===== config.mk =====
export PLATFORM = sky130hd
export DESIGN_NAME = mem_data_dirty_dump_ctrl
export DESIGN_NICKNAME = d
export VERILOG_FILES = /design/src/rtl/mem_data_dirty_dump_ctrl.sv
export SDC_FILE = /design/constraint.sdc
export NUM_CORES = 1
export LEC_CHECK = 0
export BUFFER_PORTS_ARGS = -buffer_cell sky130_fd_sc_hd__clkbuf_2
export CORE_ASPECT_RATIO = 0.75
export CORE_MARGIN = 3
export CORE_UTILIZATION = 48
export CTS_BUF_LIST = sky130_fd_sc_hd__clkbuf_8
export DETAILED_ROUTE_END_ITERATION = 10
export PLACE_DENSITY = 0.86
export RECOVER_POWER = 50
export SYNTH_ARGS = -nofsm -noshare
export SYNTH_HDL_FRONTEND = slang
export SYNTH_SLANG_ARGS = --single-unit

===== constraint.sdc =====
create_clock -name i_clk -period 2.5 [get_ports i_clk]
set_input_delay 0 -clock i_clk [delete_from_list [all_inputs] [get_ports i_clk]]
set_output_delay 0 -clock i_clk [all_outputs]
set_load 0.05 [all_outputs]

===== src/rtl/mem_data_dirty_dump_ctrl.sv =====
// rtl/mem_data_dirty_dump_ctrl.sv - walks the dirty-bit table after CPU halt and streams dirty (addr, data) pairs
// Optional: define DIRTY_DUMP_COUNT_EN to add o_dirty_count (completed transfers in the current dump).
module mem_data_dirty_dump_ctrl #(
    parameter int RAM_DEPTH    = 1024,
    parameter int DATA_WIDTH   = 32,
    parameter int READ_LATENCY = 1,
    localparam int ADDR_W      = (RAM_DEPTH > 1) ? $clog2(RAM_DEPTH) : 1
) (
    input  logic                  i_clk,
    input  logic                  i_reset,
    input  logic                  i_start,
    input  logic                  i_cpu_halted,
    input  logic                  i_bit_sucio,
    input  logic [DATA_WIDTH-1:0] i_data,
    input  logic                  i_dump_ready,
    output logic [ADDR_W-1:0]     o_addr,
    output logic                  o_ena,
    output logic                  o_busy,
    output logic [ADDR_W-1:0]     o_dump_addr,
    output logic [DATA_WIDTH-1:0] o_dump_data,
    output logic                  o_dump_valid,
`ifdef DIRTY_DUMP_COUNT_EN
    output logic [ADDR_W:0]       o_dirty_count,
`endif
    output logic                  o_done
);

    typedef enum logic [2:0] {
        S_IDLE  = 3'd0,
        S_CHECK = 3'd1,
        S_READ  = 3'd2,
        S_SEND  = 3'd3,
        S_DONE  = 3'd4
    } state_t;

    // Terminal address is detected by equality so the pointer never needs to wrap.
    localparam logic [ADDR_W-1:0] LAST_ADDR = ADDR_W'(RAM_DEPTH - 1);
    localparam logic [1:0]        LAT_LAST  = 2'(READ_LATENCY);

    state_t                  state_q, state_d;
    logic [ADDR_W-1:0]       ptr_q, ptr_d;
    logic [1:0]              lat_q, lat_d;
    logic [ADDR_W-1:0]       dump_addr_q, dump_addr_d;
    logic [DATA_WIDTH-1:0]   dump_data_q, dump_data_d;
`ifdef DIRTY_DUMP_COUNT_EN
    logic [ADDR_W:0]         cnt_q, cnt_d;
`endif

    // State and datapath registers; reset forces IDLE so every output drops at once.
    always_ff @(posedge i_clk or posedge i_reset) begin
        if (i_reset) begin
            state_q     <= S_IDLE;
            ptr_q       <= '0;
            lat_q       <= '0;
            dump_addr_q <= '0;
            dump_data_q <= '0;
`ifdef DIRTY_DUMP_COUNT_EN
            cnt_q       <= '0;
`endif
        end else begin
            state_q     <= state_d;
            ptr_q       <= ptr_d;
            lat_q       <= lat_d;
            dump_addr_q <= dump_addr_d;
            dump_data_q <= dump_data_d;
`ifdef DIRTY_DUMP_COUNT_EN
            cnt_q       <= cnt_d;
`endif
        end
    end

    // Next-state and outputs: scan clean words at one per cycle, read and hand off dirty ones.
    always_comb begin
        state_d      = state_q;
        ptr_d        = ptr_q;
        lat_d        = lat_q;
        dump_addr_d  = dump_addr_q;
        dump_data_d  = dump_data_q;
`ifdef DIRTY_DUMP_COUNT_EN
        cnt_d        = cnt_q;
`endif
        o_addr       = ptr_q;
        o_ena        = 1'b0;
        o_busy       = 1'b1;
        o_dump_valid = 1'b0;
        o_done       = 1'b0;

        case (state_q)
            S_IDLE: begin
                o_busy = 1'b0;
                if (i_start && i_cpu_halted) begin
                    state_d = S_CHECK;
                    ptr_d   = '0;
`ifdef DIRTY_DUMP_COUNT_EN
                    cnt_d   = '0;
`endif
                end
            end
            S_CHECK: begin
                if (i_bit_sucio) begin
                    state_d = S_READ;
                    lat_d   = '0;
                end else if (ptr_q == LAST_ADDR) begin
                    state_d = S_DONE;
                end else begin
                    ptr_d = ptr_q + 1'b1;
                end
            end
            S_READ: begin
                // Enable stays up READ_LATENCY+1 cycles; the last edge lands the memory output.
                o_ena = 1'b1;
                if (lat_q == LAT_LAST) begin
                    dump_addr_d = ptr_q;
                    dump_data_d = i_data;
                    state_d     = S_SEND;
                end else begin
                    lat_d = lat_q + 1'b1;
                end
            end
            S_SEND: begin
                o_dump_valid = 1'b1;
                if (i_dump_ready) begin
`ifdef DIRTY_DUMP_COUNT_EN
                    cnt_d = cnt_q + 1'b1;
`endif
                    if (ptr_q == LAST_ADDR) begin
                        state_d = S_DONE;
                    end else begin
                        ptr_d   = ptr_q + 1'b1;
                        state_d = S_CHECK;
                    end
                end
            end
            S_DONE: begin
                o_done  = 1'b1;
                state_d = S_IDLE;
                ptr_d   = '0;
            end
            default: begin
                state_d = S_IDLE;
                ptr_d   = '0;
            end
        endcase
    end

    assign o_dump_addr = dump_addr_q;
    assign o_dump_data = dump_data_q;
`ifdef DIRTY_DUMP_COUNT_EN
    assign o_dirty_count = cnt_q;
`endif

endmodule


# After elaboration in Yosys (flattened, before gate mapping)
# Index checks and enable logic that the tools add are counted.
[op_classes]
addsub = 2
eq_ne = 13
muxes = 19
n_bitwise = 1
n_reduce_logical = 7
[op_table]
columns = ["cell", "n"]
rows = [
  ["10-bit two-way mux", 4],
  ["10-bit one-hot mux with 4 select lines", 1],
  ["3-bit two-way mux", 6],
  ["2-bit != test, second input constant", 6],
  ["3-bit one-hot mux with 4 select lines", 1],
  ["10-bit by 1-bit adder with 10-bit output, second input constant", 1],
  ["10-bit == test, second input constant", 1],
  ["4-bit AND reduction", 2],
  ["3-bit by 2-bit == test with 1-bit output, second input constant", 2],
  ["1-bit two-way mux", 4],
  ["2-bit two-way mux", 2],
  ["2-bit one-hot mux with 2 select lines", 1],
  ["3-bit by 1-bit == test with 1-bit output, second input constant", 1],
  ["3-bit == test, second input constant", 1],
  ["3-bit zero test", 1],
  ["3-bit != test, second input constant", 1],
  ["3-bit AND reduction", 1],
  ["2-bit by 1-bit adder with 2-bit output, second input constant", 1],
  ["2-bit by 1-bit == test with 1-bit output, second input constant", 1],
  ["2-bit AND reduction", 1],
  ["2-bit nonzero test", 1],
  ["1-bit logical AND", 1],
  ["1-bit NOT", 1],
]
[totals]
reg_bits = 57
in_bits = 38
out_inout_bits = 56
elab_cells = 47

# Depth between registers and ports, before layout
# Gate-level depths: netlist (run 1).
[logic_depth]
depth_word = 4
depth_mapped = 7
depth_no_buf = 5

# Worst setup path before layout (run 1)
# OpenSTA, ideal clock, no wires.
[synth_timing]
path_kind = "register -> register"
from = "register state_q[0]"
to = "register dump_data_q[10] (netlist: o_dump_data[10])"
setup_ns = 0.125
arrival_ns = 2.016
required_ns = 2.375
path_slack_ns = 0.359
stages_incl_launch_ff = 8
path_buffers = 3
period_less_slack_ns = 2.141
cell_sequence = "dfrtp_1 buf_2 or3b_1 inv_1 and2_1 buf_4 buf_6 mux2_2"
[synth_between]
elab_chain_cells = 2
[synth_lines]
columns = ["element", "line", "source"]
rows = [
  ["start, declared", "40", "state_t state_q, state_d;"],
  ["start signal, assigned", "61", "state_q <= state_d;"],
  ["3-bit by 2-bit == test with 1-bit output", "88", "case (state_q)"],
  ["2-bit AND reduction (no line)", "-", ""],
  ["end signal, assigned", "65", "dump_data_q <= dump_data_d;"],
  ["end, declared", "44", "logic [DATA_WIDTH-1:0] dump_data_q, dump_data_d;"],
]
# Every way passes these cells.
# A chain may end at the register's enable or synchronous reset.

# Worst setup path after layout (run 1)
[layout_timing]
from = "register ptr_q[0] (netlist: o_addr[0])"
to = "register ptr_q[7] (netlist: o_addr[7])"
[layout_between]
elab_chain_cells = 4
elab_cells_between_ends = 6
classes_between = "add/sub (1); eq/ne (1); mux (4)"
[layout_lines]
columns = ["element", "line", "source"]
rows = [
  ["start, declared", "41", "logic [ADDR_W-1:0] ptr_q, ptr_d;"],
  ["start signal, assigned", "62", "ptr_q <= ptr_d;"],
  ["10-bit by 1-bit adder with 10-bit output or 10-bit == test (tied branches)", "-", ""],
  ["10-bit two-way mux *", "103, 126", ""],
  ["10-bit two-way mux (on tied branches)", "122, 100", ""],
  ["10-bit one-hot mux with 4 select lines *", "88", ""],
]
# Every way passes the cells marked *; elsewhere a longest branch is shown, timed or not. The select of a mux whose other input is x is not followed.

==> results of run 1 <==
worst max-delay path, stage by stage (launching register included):
cell and delay, ns:
sky130_fd_sc_hd__dfrtp_1 0.43, sky130_fd_sc_hd__ha_1 0.29, sky130_fd_sc_hd__and4_1 0.27, sky130_fd_sc_hd__and4_1 0.31, sky130_fd_sc_hd__or3_1 0.48, sky130_fd_sc_hd__o41ai_2 0.31
sequential cells by signal, summed over array words and instances (netlist names):
name,cells
state_q,3
o_dump_addr,10
o_dump_data,32
o_addr,10
lat_q,2
kinds of logic (layout without fill, tap and decap cells):
logic type	after synthesis	after routing
and+or+nand+nor	45	45
muxes	44	44
buffers and inverters	16	152
DFF	57	57
AOI/OAI and AO/OA	30	30
adders and majority gates	2	2
final cells by class:
type / instances / area [um2]
inverters: 3 / 11.26
flip-flops and latches: 57 / 1426
multi-input cells: 121 / 997.2
repair buffers: 133 / 810.8
well taps: 72 / 90.09
clock buffers: 12 / 165.2
clock inverters: 4 / 73.82
fillers: 381 / 1408
worst max-delay path by stage:
| stage | depth (start not counted) | end | slack, ns |
|---|---|---|---|
| finish | 5 | o_addr[7] | 0.31 |
| global route | 5 | o_addr[7] | 0.20 |
| CTS | 5 | o_addr[7] | 0.32 |
| detailed placement | 5 | o_addr[7] | 0.36 |
| global placement | 5 | o_addr[7] | 0.42 |
| floorplan | 7 | o_dump_data[10] | 0.36 |
per-layer routing:
layer	share of wire (%)	track usage, %	wire, um
met1	44	23.87	2605
met2	48	33.52	2823
met3	6.8	7.267	405
met4	1.7	8.413	98
met5	0	0	0
power groups by stage:
stage / combinational [mW] / clock, mW / sequential [mW]
2_1_floorplan: 0.865 / 0 / 2.79
3_3_place_gp: 2.58 / 0 / 1.59
3_5_place_dp: 2.61 / 0 / 1.61
4_1_cts: 2.67 / 1.03 / 1.60
5_1_grt: 2.75 / 1.08 / 1.66
6_report: 2.61 / 1.01 / 1.60
cell usage in the layout, fill, tap and decap left out, drive strengths merged:
master and count:
a211oi 2, a21oi 4, a311oi 1, a31oi 1, a41oi 1, and2 3
and3 1, and4 3, and4bb 1, buf 3, bufinv 2, clkbuf 107
clkinv 2, dfrtp 57, dlygate4sd3 35, ha 2, inv 3, mux2 44
nand2 9, nand2b 4, nand3 7, nand3b 1, nand4 2, nor2 5
nor2b 1, nor3b 1, o211ai 2, o21a 1, o21ai 7, o31ai 9
o41ai 2, or2 1, or3 4, or3b 2
stage by stage:
stage	hold WS [ns]	setup WS [ns]	utilization [%]
global route	0.1108	0.2005	71.75
floorplan	0.1347	0.3588	-
global placement	-0.006046	0.4171	60.77
finish	0.08321	0.3054	71.75
detailed placement	-0.009193	0.3594	60.77
CTS	0.06653	0.3210	72.60
what timing repair did:
action                                  in CTS  in global routing
buffers inserted                             0                  0
hold endpoints to repair                    52                  0
hold buffers                                35                  0
endpoints found under the setup margin       0                  0
==> impl_summary.log, run 1 <==
INFO  metric startpoint_type = flop
INFO  metric status = finished, final reports clean
INFO  metric core_area = 4982 um2
INFO  metric timing.clock.skew = 0.007873 ns
INFO  metric cts-resized-gates = 0
INFO  metric crit_path_max_fanout = 12
INFO  metric finish.instance_area = 3575 um2
INFO  metric synth_async_sr_flop_share = 100.0%
INFO  metric internal_power = 2.666 mW
INFO  metric combinationalPowerShare = 50.0%
INFO  metric critPathKind = reg -> reg
INFO  metric dp.cells = 351
INFO  metric synth_area_per_cell = 13.03 um2
INFO  metric count_of_endpoints_failing_setup_in_the_final_report = 0
INFO  metric placement.cell_area = 3028 um2
INFO  metric syn-cell-area = 2529 um2
INFO  metric ant_nets = 0
INFO  metric die_span_in_x = 89.81 um
INFO  metric grt_first_pass_wirelength = 9.480 mm
INFO  metric post_drt_wl_per_cell = 14.76 um
INFO  metric antenna_violations_before_repair = 0
INFO  metric fmax = 455.7 MHz
INFO  metric worst_skew_pair_later_pin_latency = 0.33 ns
INFO  metric ioPinCount = 94
INFO  metric grt_max_degree = 27
INFO  metric period_needed = 2.195 ns
INFO  metric critical_path_sink_type = flop
INFO  metric post_synth_top_flop = sky130_fd_sc_hd__dfrtp_1
INFO  metric tritoncts = done
INFO  metric reg2reg_to = o_addr[7]
INFO  metric wl = 5.934 mm
INFO  metric synth_simple_gate_area_share = 10.24%
INFO  metric min_path_cells = 4
INFO  metric switching_share = 48.93%
INFO  metric die_height = 68.86 um
INFO  metric port-buffer-count = 93
INFO  metric drc = 0
INFO  metric dp_hpwl = 3.793 mm
INFO  metric critical_path_required = 2.73 ns
INFO  metric synth_top_cells_by_count = sky130_fd_sc_hd__dfrtp_1, sky130_fd_sc_hd__mux2_2, sky130_fd_sc_hd__nand2_1, sky130_fd_sc_hd__o31ai_1
INFO  metric vdd.ir_drop.worst = 0.8181 mV
INFO  metric power.net_switching = 2.555 mW
INFO  metric gp_congestion = 0.8514
INFO  metric vias = 2044
INFO  metric finalNetCount = 365
INFO  metric post-route-period-util = 87.78%
INFO  metric synth_sequential_area_ratio = 56.41%
INFO  metric flip_flop_and_latch_count_after_synthesis = 57
INFO  metric synthTopCellsByArea = sky130_fd_sc_hd__dfrtp_1, sky130_fd_sc_hd__mux2_2, sky130_fd_sc_hd__o31ai_1
INFO  metric drive_above_1_share = 38.48%
INFO  metric cell_row_count = 22
INFO  metric die-area = 6184 um2
INFO  metric share_clk_of_total_power = 19.3%
INFO  metric cp.arrival = 2.43 ns
INFO  metric syn_inst = 194
INFO  metric synthAdderAreaFrac = 0.9896%
INFO  metric post_synth_mux_area_share = 19.59%
INFO  metric grt_use_total = 19.95%
INFO  metric synth_compound_area_share = 8.560%
INFO  metric terminating_pin_of_the_worst_hold_path = state_q[2]
INFO  metric grt_pass1_vias = 2040
INFO  metric cts.sink_count = 57
INFO  metric synth_xor_area_share = 0%
INFO  metric total_power = 5.221 mW
INFO  metric timing_hold_violations_final = 0
INFO  metric slew_headroom = 29.70%
INFO  metric grt-ovfl-total = 0
INFO  metric starting_drt_drc_count = 155
INFO  metric synth_most_common_cell = sky130_fd_sc_hd__dfrtp_1
INFO  metric cts.htree.levels = 3
INFO  metric dr.pass1.iters = 4
INFO  metric timing.final.max_slew_violations = 0
INFO  metric worst-slew-pin-transition = 1.055 ns
INFO  metric power_per_cell_area = 1461 nW/um2
INFO  metric syn_nets = 234
INFO  metric grt_setup_unrepaired = false
INFO  metric crit-reg2reg-launch = o_addr[0]
INFO  metric synth_enable_flop_cells = 0
INFO  metric area_leader_netlist = sky130_fd_sc_hd__dfrtp_1
INFO  metric synth_top_family_by_area = multiplexers
INFO  metric area_growth = 41.37%
INFO  metric post_layout_nonfiller_instances = 402
INFO  metric power.sequential.fraction = 30.7%
INFO  metric share_of_the_synthesized_area_in_the_top_cell_type = 56.41%
INFO  metric ys.warnings.count = 0
INFO  metric clk_pin_slew = 0.07 ns
INFO  metric p_leak = 1.688 nW
INFO  metric launch_point_of_the_worst_path = o_addr[0]
INFO  metric via_count_normalized_by_instance_count = 5.085
INFO  metric ys_types = 35
INFO  metric cap_violations = 0
INFO  metric hold_class = in -> reg
INFO  metric number_of_buffers_added_by_the_clock_tree_synthesis_step = 9
INFO  metric timing.reg2reg.setup_slack = 0.31 ns
INFO  metric cts-root-buf = sky130_fd_sc_hd__clkbuf_8
INFO  metric antenna-diode-count = 0
INFO  metric holdCritStartpoint = i_dump_ready
INFO  metric ctsLongestPathBuffers = 2
INFO  metric setup-tns-final = 0 ns
INFO  metric ff2ff_path_depth = 5
INFO  metric floorplan.initialDensity = 50.75%
Note: power is estimated with default switching activity, not from simulation.
==> inputs of run 2 (changes only) <==
--- a/config.mk
+++ b/config.mk
@@ -11,8 +11,10 @@
 export CORE_UTILIZATION = 48
 export CTS_BUF_LIST = sky130_fd_sc_hd__clkbuf_8
 export DETAILED_ROUTE_END_ITERATION = 10
+export GPL_TIMING_DRIVEN = 0
 export PLACE_DENSITY = 0.86
 export RECOVER_POWER = 50
+export REMOVE_ABC_BUFFERS = 1
 export SYNTH_ARGS = -nofsm -noshare
 export SYNTH_HDL_FRONTEND = slang
 export SYNTH_SLANG_ARGS = --single-unit
==> run 2 against run 1 <==
  * Worst hold slack got worse by 0.029 ns
  * Count of clock-buffer cells in the layout fell by 2
  * Final area shrank 1.3%
  * Largest cell class unchanged
  * Die area unchanged
  * Via count shrank 0.98%
  * Non-clock buffer count decreased by 3
  * Setup slack got worse by 0.067 ns
  * Sequential cell count stayed put
==> impl_summary.log, run 2 (synthesis gave the netlist of run 1 again) <==
INFO  metric tritoncts = done
INFO  metric critical_path_required = 2.71 ns
INFO  metric p_leak = 1.662 nW
INFO  metric post-route-period-util = 90.48%
INFO  metric clk_pin_slew = 0.06 ns
INFO  metric wl = 5.939 mm
INFO  metric timing.clock.skew = 0.007940 ns
INFO  metric post-route-util = 70.79%
INFO  metric die_height = 68.86 um
INFO  metric antenna-diode-count = 0
INFO  metric cp.arrival = 2.47 ns
INFO  metric mostFrequentLayoutCell = sky130_fd_sc_hd__clkbuf_2
INFO  metric ioPinCount = 94
INFO  metric largest_reg_flops = 32
INFO  metric core_area = 4982 um2
INFO  metric commonest_cells_after_routing_fill_and_taps_aside = sky130_fd_sc_hd__clkbuf_2, sky130_fd_sc_hd__dfrtp_1, sky130_fd_sc_hd__mux2_2
INFO  metric cap_violations = 0
INFO  metric count_of_endpoints_failing_setup_in_the_final_report = 0
INFO  metric vdd.ir_drop.worst = 0.9464 mV
INFO  metric worst_skew_pair_later_pin_latency = 0.33 ns
INFO  metric critical_path_sink_type = flop
INFO  metric grt-ovfl-total = 0
INFO  metric timing.final.max_slew_violations = 0
INFO  metric timing.reg2reg.setup_slack = 0.24 ns
INFO  metric cts_setup_buffers = 0
INFO  metric cts.htree.levels = 3
INFO  metric post_drt_wl_per_cell = 14.96 um
INFO  metric port-buffer-count = 93
INFO  metric status = finished, final reports clean
INFO  metric critPathKind = reg -> reg
INFO  metric cts.sink_count = 57
INFO  metric grt_pass1_vias = 1958
INFO  metric power_per_cell_area = 1427 nW/um2
INFO  metric dp.cells = 348
INFO  metric setup-tns-final = 0 ns
INFO  metric area_growth = 39.49%
INFO  metric ctsLongestPathBuffers = 2
INFO  metric starting_drt_drc_count = 136
INFO  metric dp_hpwl = 3.754 mm
INFO  metric post_layout_nonfiller_instances = 397
INFO  metric hold_class = in -> reg
INFO  metric fin_hold_ws = 0.05406 ns
INFO  metric worst-slew-pin-transition = 0.9386 ns
INFO  metric drive_above_1_share = 38.46%
INFO  metric finalNetCount = 362
INFO  metric grt_max_degree = 40
INFO  metric gp_congestion = 0.8346
INFO  metric grt_first_pass_wirelength = 9.480 mm
INFO  metric dr.pass1.iters = 4
INFO  metric number_of_buffers_added_by_the_clock_tree_synthesis_step = 9
INFO  metric fmax = 442.1 MHz
INFO  metric drc = 0
INFO  metric die_span_in_x = 89.81 um
INFO  metric floorplan.initialDensity = 50.75%
INFO  metric crit_path_max_fanout = 22
INFO  metric vias = 2024
INFO  metric timing_hold_violations_final = 0
INFO  metric ant_nets = 0
INFO  metric antenna_violations_before_repair = 0
INFO  metric period_needed = 2.262 ns
INFO  metric cell_row_count = 22
INFO  metric grt_use_total = 20.03%
INFO  metric cts-root-buf = sky130_fd_sc_hd__clkbuf_8
INFO  metric total_power = 5.033 mW
INFO  metric slew_headroom = 37.43%
INFO  metric grt_setup_unrepaired = false
INFO  metric via_count_normalized_by_instance_count = 5.098
INFO  metric startpoint_type = flop
INFO  metric die-area = 6184 um2
## run 2: cell types whose count changed in the layout (fill, tap and decap cells not counted), sizes merged
| cell | previous run | this run |
|---|---|---|
| bufinv | 2 | 1 |
| buf | 3 | 1 |
| clkbuf | 107 | 104 |
| clkinv | 2 | 3 |
## run 2: power by group
part	internal [mW]	leakage (nW)	switching, mW	total (mW)
Combinational	0.717	0.841	1.90	2.62
Clock	0.470	0.0978	0.335	0.806
Sequential	1.31	0.723	0.295	1.61
Total	2.50	1.66	2.53	5.03
## run 2: stage by stage
step	area [um2]	worst slack (ns)
finish	3527	0.2380
global route	3527	0.1134
CTS	3577	0.2266
detailed placement	3038	0.03972
global placement	2989	-0.4614
floorplan	2434	-0.3252
## run 2: what timing repair did
| item | CTS | global route |
|---|---|---|
| resized for setup | 1 | 0 |
| endpoints found under the hold margin | 51 | 0 |
| hold buffers | 35 | 0 |
| setup endpoints to repair | 1 | 0 |
## run 2: final cells by class
| type | instances | area, um2 |
|---|---|---|
| timing repair buffer | 130 | 813.3 |
| fill | 366 | 1455 |
| tap | 72 | 90.09 |
| multi-input combinational | 121 | 1003 |
| clock inverter | 4 | 45.04 |
| inverter | 3 | 11.26 |
| clock buffer | 10 | 137.6 |
| sequential | 57 | 1426 |
## run 2: worst paths after layout
| path | end | from | cells past startpoint |
|---|---|---|---|
| worst max-delay path | o_dump_data[19] | state_q[0] | 5 |
| worst min-delay path | state_q[0] | i_bit_sucio | 4 |
| max in group asynchronous | o_dump_data[7] | i_reset | 4 |
| worst min register to register | o_dump_data[29] | o_dump_data[29] | 1 |
| worst max register to register | o_dump_data[19] | state_q[0] | 5 |
| min in group asynchronous | o_dump_data[20] | i_reset | 3 |
## run 2: routing by layer
metal  track usage [%]  wire length [um]
met5                 0                 0
met4             9.369                87
met2             33.71              3012
met3             6.074               383
met1             24.39              2455
## run 2: critical path: stages (launching register included)
cell	delay, ns
sky130_fd_sc_hd__dfrtp_1	0.51
sky130_fd_sc_hd__or3b_1	0.44
sky130_fd_sc_hd__inv_1	0.08
sky130_fd_sc_hd__and2_2	0.52
sky130_fd_sc_hd__buf_16	0.24
sky130_fd_sc_hd__mux2_2	0.35
==> inputs of run 3 (changes only) <==
--- a/config.mk
+++ b/config.mk
@@ -6,7 +6,7 @@
 export NUM_CORES = 1
 export LEC_CHECK = 0
 export BUFFER_PORTS_ARGS = -buffer_cell sky130_fd_sc_hd__clkbuf_2
-export CORE_ASPECT_RATIO = 0.75
+export CORE_ASPECT_RATIO = 0.6
 export CORE_MARGIN = 3
 export CORE_UTILIZATION = 48
 export CTS_BUF_LIST = sky130_fd_sc_hd__clkbuf_8
==> constraint.sdc (replaced) <==
create_clock -name i_clk -period 2.66 [get_ports i_clk]
set_input_delay 0 -clock i_clk [delete_from_list [all_inputs] [get_ports i_clk]]
set_output_delay 0 -clock i_clk [all_outputs]
set_load 0.05 [all_outputs]
==> run 3 against run 2 <==
  * Setup slack better by 0.19 ns
  * Die area grew 0.31%
  * Power down 4.3%
  * Critical endpoint is now o_dump_data[17]
  * Final cell count down 1.8%
  * Sequential cell count is the same
  * Largest cell class unchanged
  * Combinational power down 6%
  * Clock power up 5.7%
==> impl_summary.log, run 3 (synthesis gave the netlist of run 1 again) <==
INFO  metric cts_setup_buffers = 0
INFO  metric grt_use_total = 19.87%
INFO  metric wl = 5.827 mm
INFO  metric power_per_cell_area = 1360 nW/um2
INFO  metric tritoncts = done
INFO  metric timing.clock.skew = 0.007711 ns
INFO  metric dp.cells = 339
INFO  metric min_path_cells = 4
INFO  metric area_growth = 40.13%
INFO  metric power.net_switching = 2.394 mW
INFO  metric slew_headroom = 34.86%
INFO  metric grt_max_degree = 41
INFO  metric drc = 0
INFO  metric critical_path_sink_type = flop
INFO  metric cell_row_count = 19
INFO  metric ff2ff_path_depth = 5
INFO  metric kind_of_cell_with_the_highest_combined_delay_on_the_critical_path = simple AND/OR/NAND/NOR gates
INFO  metric cap_violations = 0
INFO  metric die_height = 62.22 um
INFO  metric cts.htree.levels = 3
INFO  metric via_count_normalized_by_instance_count = 5.197
INFO  metric post-route-period-util = 84.03%
INFO  metric commonest_cells_after_routing_fill_and_taps_aside = sky130_fd_sc_hd__clkbuf_2, sky130_fd_sc_hd__dfrtp_1, sky130_fd_sc_hd__mux2_2
INFO  metric fmax = 447.4 MHz
INFO  metric core_area = 4826 um2
INFO  metric max_stage_delay = 0.52 ns
INFO  metric ant_nets = 0
INFO  metric share_clk_of_total_power = 17.7%
INFO  metric antenna_violations_before_repair = 0
INFO  metric total_power = 4.819 mW
INFO  metric power.sequential.fraction = 31.3%
INFO  metric vdd.ir_drop.worst = 0.8513 mV
INFO  metric drive_above_1_share = 38.53%
INFO  metric worst-slew-pin-transition = 0.9770 ns
INFO  metric largest_reg_flops = 32
INFO  metric antenna-diode-count = 0
INFO  metric internal_power = 2.425 mW
INFO  metric worst_skew_pair_later_pin_latency = 0.32 ns
INFO  metric count_of_endpoints_failing_setup_in_the_final_report = 0
INFO  metric hold_class = in -> reg
INFO  metric clk_pin_slew = 0.06 ns
INFO  metric dp_hpwl = 3.749 mm
INFO  metric crit_path_max_fanout = 25
INFO  metric p_leak = 1.674 nW
INFO  metric cts-root-buf = sky130_fd_sc_hd__clkbuf_8
INFO  metric post_layout_nonfiller_instances = 390
INFO  metric ioPinCount = 94
INFO  metric grt_setup_unrepaired = false
INFO  metric starting_drt_drc_count = 91
INFO  metric cts.sink_count = 57
INFO  metric timing.final.max_slew_violations = 0
INFO  metric number_of_buffers_added_by_the_clock_tree_synthesis_step = 9
INFO  metric grt_first_pass_wirelength = 9.777 mm
INFO  metric grt-ovfl-total = 0
INFO  metric vias = 2027
INFO  metric cp_num_cells = 5
INFO  metric dr.pass1.iters = 4
INFO  metric timing_hold_violations_final = 0
INFO  metric critical_path.slowest_cell = sky130_fd_sc_hd__dfrtp_1
INFO  metric post_drt_wl_per_cell = 14.94 um
INFO  metric gp_congestion = 0.8538
INFO  metric mostFrequentLayoutCell = sky130_fd_sc_hd__clkbuf_2
INFO  metric finalNetCount = 362
INFO  metric period_needed = 2.235 ns
INFO  metric die_span_in_x = 99.70 um
INFO  metric critPathKind = reg -> reg
INFO  metric ctsLongestPathBuffers = 2
INFO  metric status = finished, final reports clean
INFO  metric critical_path_required = 2.87 ns
INFO  metric cp.arrival = 2.45 ns
INFO  metric combinationalPowerShare = 51.0%
INFO  metric cts-resized-gates = 0
INFO  metric port-buffer-count = 93
INFO  metric crit_buf_inv = 2
INFO  metric startpoint_type = flop
INFO  metric grt_pass1_vias = 2014
INFO  metric floorplan.initialDensity = 52.40%
INFO  metric die-area = 6203 um2
INFO  metric critical_path.cell_chain = or3b_1 > inv_1 > and2_2 > buf_16 > mux2_2
INFO  metric switching_share = 49.68%
-- run 3: per-layer routing --
metal	vias to the layer above	part of all wire [%]	routed length, um	GRT usage (%)
li1	966	-	-	-
met1	982	46	2694	25.43
met2	77	47	2725	31.89
met3	2	6.8	396	7.718
met4	0	0.19	11	4.600
met5	-	0	0	0
-- run 3: cell type report --
cell class	instances	area, um2
Sequential cell	57	1426
Multi-Input combinational cell	121	1003
Clock buffer	9	123.9
Fill cell	338	1282
Timing Repair Buffer	130	813.3
Clock inverter	7	86.33
Inverter	3	11.26
Tap cell	63	78.83
-- run 3: what timing repair did --
item                                    CTS  global route
endpoints found under the hold margin    90             0
endpoints found under the setup margin    0             0
hold buffers                             35             0
-- run 3: tightest hold or removal path, delay by kind of cell --
kind / cells / cell delay [ns]
simple gates: 2 / 0.17
buf+inv: 1 / 0.10
compound gates: 1 / 0.06
-- run 3: power groups by stage --
stage               sequential [mW]  combinational (mW)  clock (mW)
global route                   1.57                2.58       0.926
floorplan                      2.65               0.728           0
CTS                            1.50                2.51       0.875
global placement               1.48                2.41           0
finish                         1.51                2.46       0.852
detailed placement             1.51                2.45           0
-- run 3: path summary, 6_finish.rpt --
check                           startpoint         endpoint  slack [ns]
max                             state_q[1]  o_dump_data[17]        0.42
min                            i_bit_sucio       state_q[0]        0.05
max reg2reg                     state_q[1]  o_dump_data[17]        0.42
min reg2reg                o_dump_data[29]  o_dump_data[29]        0.49
max in group asynchronous          i_reset  o_dump_data[31]        1.00
min in group asynchronous          i_reset  o_dump_data[19]        0.28
-- run 3: through the flow --
stage	hold slack, ns	setup WS (ns)	cell area, um2	setup TNS, ns	utilization (%)
floorplan	0.1348	-0.1652	2434	-6.719	-
global placement	0.2175	-0.3301	2978	-13.21	61.71
detailed placement	-0.01712	0.1893	3027	0	62.72
CTS	0.01584	0.1760	3587	0	74.33
global route	0.05486	0.2805	3543	0	73.42
finish	0.04989	0.4249	3543	0	73.42
